[config.mk]
export PLATFORM = sky130hd
export DESIGN_NAME = led_pwm_fader
export DESIGN_NICKNAME = d
export VERILOG_FILES = /design/src/rtl/led_pwm_fader.sv
export SDC_FILE = /design/constraint.sdc
export NUM_CORES = 1
export LEC_CHECK = 0
export CORE_UTILIZATION = 25
export DETAILED_ROUTE_END_ITERATION = 10
export PLACE_DENSITY = 0.45
export REMOVE_ABC_BUFFERS = 1
export SLEW_MARGIN = 15
export SYNTH_ARGS = -nofsm -noshare
export SYNTH_HDL_FRONTEND = slang
export SYNTH_SLANG_ARGS = --single-unit
[constraint.sdc]
create_clock -name clk -period 7.9 [get_ports clk]
set_clock_uncertainty 0.2 [all_clocks]
set_input_delay 0.79 -clock clk [delete_from_list [all_inputs] [get_ports clk]]
set_output_delay 0.79 -clock clk [all_outputs]
set_load 0.005 [all_outputs]
[src/rtl/led_pwm_fader.sv]
// led_pwm_fader: turns per-channel LED on/off requests into linear PWM fades.
// Define LED_ACTIVE_LOW_EN to drive active-low LED pins (settled is unaffected).
module led_pwm_fader #(
  parameter int N_CH     = 2,
  parameter int PWM_BITS = 8,
  parameter int STEP_DIV = 100000
) (
  input  logic            clk,
  input  logic            rst,
  input  logic [N_CH-1:0] led_in,
  output logic [N_CH-1:0] led_out,
  output logic            settled
);

  localparam int DIV_W = (STEP_DIV > 1) ? $clog2(STEP_DIV) : 1;

  localparam logic [PWM_BITS-1:0] MAX  = '1;
  localparam logic [PWM_BITS-1:0] ZERO = '0;
  localparam logic [DIV_W-1:0] DIV_LAST =
    DIV_W'(STEP_DIV - 1);

`ifdef LED_ACTIVE_LOW_EN
  localparam logic [N_CH-1:0] OUT_INV = '1;
`else
  localparam logic [N_CH-1:0] OUT_INV = '0;
`endif

  logic [N_CH-1:0]     led_q;
  logic [PWM_BITS-1:0] pwm_cnt;
  logic [DIV_W-1:0]    div_cnt;
  logic [PWM_BITS-1:0] duty     [N_CH];
  logic [PWM_BITS-1:0] duty_nxt [N_CH];

  logic            step_tick;
  logic [N_CH-1:0] drive;
  logic            all_set;

  assign step_tick = (div_cnt == DIV_LAST);

  // Saturating ramp toward the requested end; a reversal
  // simply continues from wherever duty currently is.
  always_comb begin
    for (int c = 0; c < N_CH; c++) begin
      duty_nxt[c] = duty[c];
      if (step_tick) begin
        if (led_q[c] && duty[c] != MAX) begin
          duty_nxt[c] = duty[c] + 1'b1;
        end else if (!led_q[c] && duty[c] != ZERO) begin
          duty_nxt[c] = duty[c] - 1'b1;
        end
      end
    end
  end

  always_comb begin
    drive   = '0;
    all_set = 1'b1;
    for (int c = 0; c < N_CH; c++) begin
      drive[c] = (duty[c] == MAX) || (duty[c] > pwm_cnt);
      if (duty[c] != (led_q[c] ? MAX : ZERO)) begin
        all_set = 1'b0;
      end
    end
  end

  always_ff @(posedge clk) begin
    if (rst) begin
      led_q   <= '0;
      pwm_cnt <= '0;
      div_cnt <= '0;
      led_out <= OUT_INV;
      settled <= 1'b1;
      for (int c = 0; c < N_CH; c++) begin
        duty[c] <= '0;
      end
    end else begin
      led_q   <= led_in;
      pwm_cnt <= pwm_cnt + 1'b1;
      div_cnt <= step_tick ? '0 : div_cnt + 1'b1;
      led_out <= drive ^ OUT_INV;
      settled <= all_set;
      for (int c = 0; c < N_CH; c++) begin
        duty[c] <= duty_nxt[c];
      end
    end
  end

endmodule

## Word-level counts from Yosys, hierarchy flattened

Memory sizes are Yosys's and may differ from the RTL's.
Index checks and enable logic that the tools add are counted.

- Muxes and demuxes: 15
- Equality and inequality tests: 7
- Bitwise operators: 2
- $add $sub $neg: 6
- $lt $le $gt $ge: 2
- Reductions and logical operators: 11

Operators by type and width:

| cell | count |
|---|---|
| two-way mux 8 bit | 10 |
| adder 8 x 1 -> 8 bit (second input constant) | 3 |
| adder 17 x 1 -> 17 bit (second input constant) | 1 |
| equality test 17 bit (second input constant) | 1 |
| equality test 8 bit (second input constant) | 2 |
| > comparator 8 bit | 2 |
| inequality test 8 bit | 2 |
| inequality test 8 bit (second input constant) | 2 |
| nonzero test 8 bit | 2 |
| subtractor 8 x 1 -> 8 bit (second input constant) | 2 |
| two-way mux 1 bit | 5 |
| logical AND 1 bit | 4 |
| logical NOT 1 bit | 2 |
| logical OR 1 bit | 2 |
| bitwise OR 1 bit | 2 |
| OR reduction 2 bit | 1 |

- Bits in writable memories: 16
- Flip-flop bits (word level): 30
- Logic and storage cells: 49
- Input bits: 4
- Memories kept: 1
- Output and inout port bits: 3

Memory list:

| memory | words | width | rd ports | clocked after memory_dff | wr ports | RTL line | source |
|---|---|---|---|---|---|---|---|
| duty | 2 | 8 | 2 | 0 | 2 | 31 | `logic [PWM_BITS-1:0] duty [N_CH];` |

## Logic depth before layout (Yosys ltp)

- Depth in word-level cells: 6
- Gate-level depth with buffers: 9
- Mapped depth without buffers: 8

## Least setup slack after synthesis

Ideal clock, no wire load.

- Kind: flip-flop to flip-flop
- Start: memory duty[1][7] (netlist: duty[0][15])
- End: memory duty[1][6] (netlist: duty[0][14])
- Stages on the path, launching flop included: 9
- Setup time: 0.132 ns
- Required time: 7.568 ns
- Arrival time: 2.524 ns
- Clock period less this slack: 2.857 ns
- Path buffers: 0
- Setup slack: 5.043 ns
- Cells stage by stage: dfxtp_1 -> nand4_1 -> o21ai_0 -> ha_1 -> a211oi_1 -> nor3_1 -> or3b_2 -> nand3_1 -> a21oi_1

RTL lines:

| what | RTL line |
|---|---|
| start, declared | 31 |

==> metrics.md <==
| Metric | Value |
|---|---|
| Pwr Density | 157 nW/µm² |
| Slowest CP cell | o21ai_0 |
| Post-Layout Cell Count | roughly 470 |
| Gate Count Post-Synth | 318 |
| Core Area | around 11000 µm² |
| Total number of clock tree sinks | 46 |
| Crit path DAT | ~3.3 ns |
| Yosys warnings | 0 |
| EDFF count, synth | 0 |
| P_leak | around 1.2 nW |
| Synth Flop Type | dfxtp_1 |
| Sum Neg Setup Slack | 0 ns |
| DR pass1 iterations | 4 |
| FILL cells | 1145 |
| Final Routed Wirelength | just under 6000 µm |
| FF+latch area | approximately 920 µm² |
| Startpoint types | register |
| N_diodes | 0 |
| Largest net degree at the start of global routing | 35 |
| Most common cell after layout, fill and taps aside | dfxtp_1 |
| Vias | approximately 2200 |
| Wirelength per Cell | ~13 µm |
| Async SR Flop Fraction | 0 |
| Area Overhead vs Synth | 13.3% |
| Share of cells above drive strength 1 | 0.0581 |
| Final ANT Viol Nets | 0 |
| Sequential element share of the synthesized area | 0.322 |
| HPWL Detailed | around 4300 µm |
| Cell family with most CP delay | compound AO/OA/AOI/OAI gates |
| Util after Layout | 0.295 |
| CP required | between 7 and 8 ns |
| Placed Cells | roughly 460 |
| DRT met1 WL | a little over 3000 µm |
| GPL Wtd Cong | between 0.7 and 0.8 |
| Root Buffer | clkbuf_16 |
| Max-Cap Viols | 0 |
| Hold WC Path Type | reg2reg |
| DR iter-0 viols | 43 |
| Total power | around 0.00051 W |
| Port buffer count | 6 |
| Rows | 38 |
| CP max FO | 9 |
| # hold bufs at CTS | 0 |
| CTS tree | built |
| Residual DRC | 0 |
| Count of cell types in the netlist | 46 |
| Starting density of the core | 0.260 |
| Vias in the first global route | 2196 |
| Final setup fails | 0 |
| Top cells by area, synth | dfxtp_1 (32%), ha_1 (13%), nor2_1 (5.3%) |
| Unrepaired setup endpoints after global routing | false |
| WL met2 | between 2000 and 3000 µm |
| CP endpoint kind | register |
| Largest area contributor in the netlist | dfxtp_1 |
| All-layer global routing usage | 0.111 |
| CTS Buf Count | 5 |
| Worst Path Buf+Inv | 0 |
| Die Wd | 109 µm |
| Clock Path Buffers | 2 |
| Vias per std cell | ~4.7 |
| Final Slew Violations | 0 |
| Crit-path max cell delay | around 0.87 ns |
| I/O pin cnt | 7 |
| H-tree levels | 2 |
| Maximum vdd drop | roughly 0.00011 V |
| Final Hold Viols | 0 |
| Area of the multi-input gates | between 1500 and 2000 µm² |
| # resized after CTS | 0 |
| Cells along the critical path | nand4_1 -> o21ai_0 -> ha_1 -> a211oi_1 -> nor3_1 -> or3b_2 -> nand3_1 -> a21oi_1 |
| Met3 WL | around 88 µm |
| FF+latch count, synth | 46 |
| Setup Fix Bufs, Post-CTS | 0 |
| Commonest cells after routing, fill and taps aside | dfxtp_1 (46), nor2_1 (40), ha_1 (30) |
| DR top layer | met4 |
| Min Tclk post-route | 3.32 ns |
| Post-Syn Area | 2860 µm² |
| Post-synth top area share | 0.322 |
| Status | complete, no violations |
| Die span in y | 109 µm |
| Worst slew margin | 0.268 |
| CP Class | reg2reg |
| F_max | roughly 0.3 GHz |
| Worst-Skew Late Latency | between 0.2 and 0.3 ns |
| Full die area | about 12000 µm² |
| Grt ovf | 0 |
| Worst Tran Pin Value | about 1.1 ns |
| Initial antenna violation count | 0 |
| Period utilisation layout | 0.421 |
| Clk pin slew, worst setup/hold paths | ~0.070 ns |
| Final net count | between 300 and 400 |
| First-pass GRT wire length | between 10000 and 15000 µm |
| Post-Syn Area per Cell | 8.99 µm² |
-- where the power goes --
| part | leakage, nW | switching [W] | internal (W) |
|---|---|---|---|
| logic | 0.778 | 0.0000210 | 0.0000186 |
| clock network | 0.0801 | 0.0000924 | 0.000135 |
| registers | 0.373 | 0.00000394 | 0.000236 |
-- registers in the layout, indices dropped and copies added (netlist names) --
name	cells
led_q	2
div_cnt	17
settled	1
led_out	2
pwm_cnt	8
duty	16
-- path summary, 6_finish.rpt --
path,end,depth (start not counted),from,slack (ns)
worst min register to register,div_cnt[0],1,div_cnt[0],0.27
worst min-delay path,div_cnt[0],1,div_cnt[0],0.27
worst max register to register,duty[0][14],8,duty[0][8],4.58
worst max-delay path,duty[0][14],8,duty[0][8],4.58
-- metal layers --
metal / vias up / track usage
met5: - / 0
met1: 1012 / 0.145
met3: 4 / 0.0233
met4: 0 / 0.0309
met2: 7 / 0.184
li1: 1178 / -
-- worst reg2reg max path, cell delays in order, from the launching register on --
cell and delay, ns:
dfxtp_1 0.45, nand4_1 0.16, o21ai_0 0.87, ha_1 0.45, a211oi_1 0.36, nor3_1 0.11
or3b_2 0.44, nand3_1 0.09, a21oi_1 0.07
-- logic make-up after synthesis --
group,synth area share
AO/OA/AOI/OAI,0.155
buffers and inverters,0.0254
AND/OR/NAND/NOR,0.231
adder cells (fa/ha/maj),0.145
multiplexers,0.0285
flip-flops,0.322
XOR/XNOR,0.0919
-- metrics by stage --
step / hold slack [ns] / area (µm²) / setup slack, ns
floorplan: 0.230 / 2830 / 5.05
global placement: 0.246 / 3080 / 4.71
detailed placement: 0.256 / 3080 / 4.61
CTS: 0.273 / 3240 / 4.59
global route: 0.302 / 3240 / 4.31
finish: 0.266 / 3240 / 4.58
-- final cells by class --
class                           instances  share of cell area
Tap cell                              140              0.0541
Sequential cell                        46               0.284
Clock inverter                          1             0.00270
Timing Repair Buffer                    7              0.0209
Multi-Input combinational cell        253               0.576
Clock buffer                            7              0.0471
Inverter                               13              0.0151
-- Yosys cell counts, types with 2 or more instances --
library cell	number
o21ai_0	12
inv_1	13
nor3_1	8
clkbuf_1	5
xor2_1	15
nor2_1	40
nand3b_1	3
nand3_1	18
and4_1	2
and3_1	2
or4_1	5
ha_1	30
nand4_1	12
a21oi_1	15
o21a_1	4
or3b_2	2
dfxtp_1	46
nor2b_1	9
o211ai_1	3
mux2i_1	7
xnor2_1	15
a21o_1	10
a211oi_1	10
o21ai_1	2
nor3b_1	3
nand2_1	5
nand2b_1	2
fa_1	2
(Power assumes the default switching activity.)
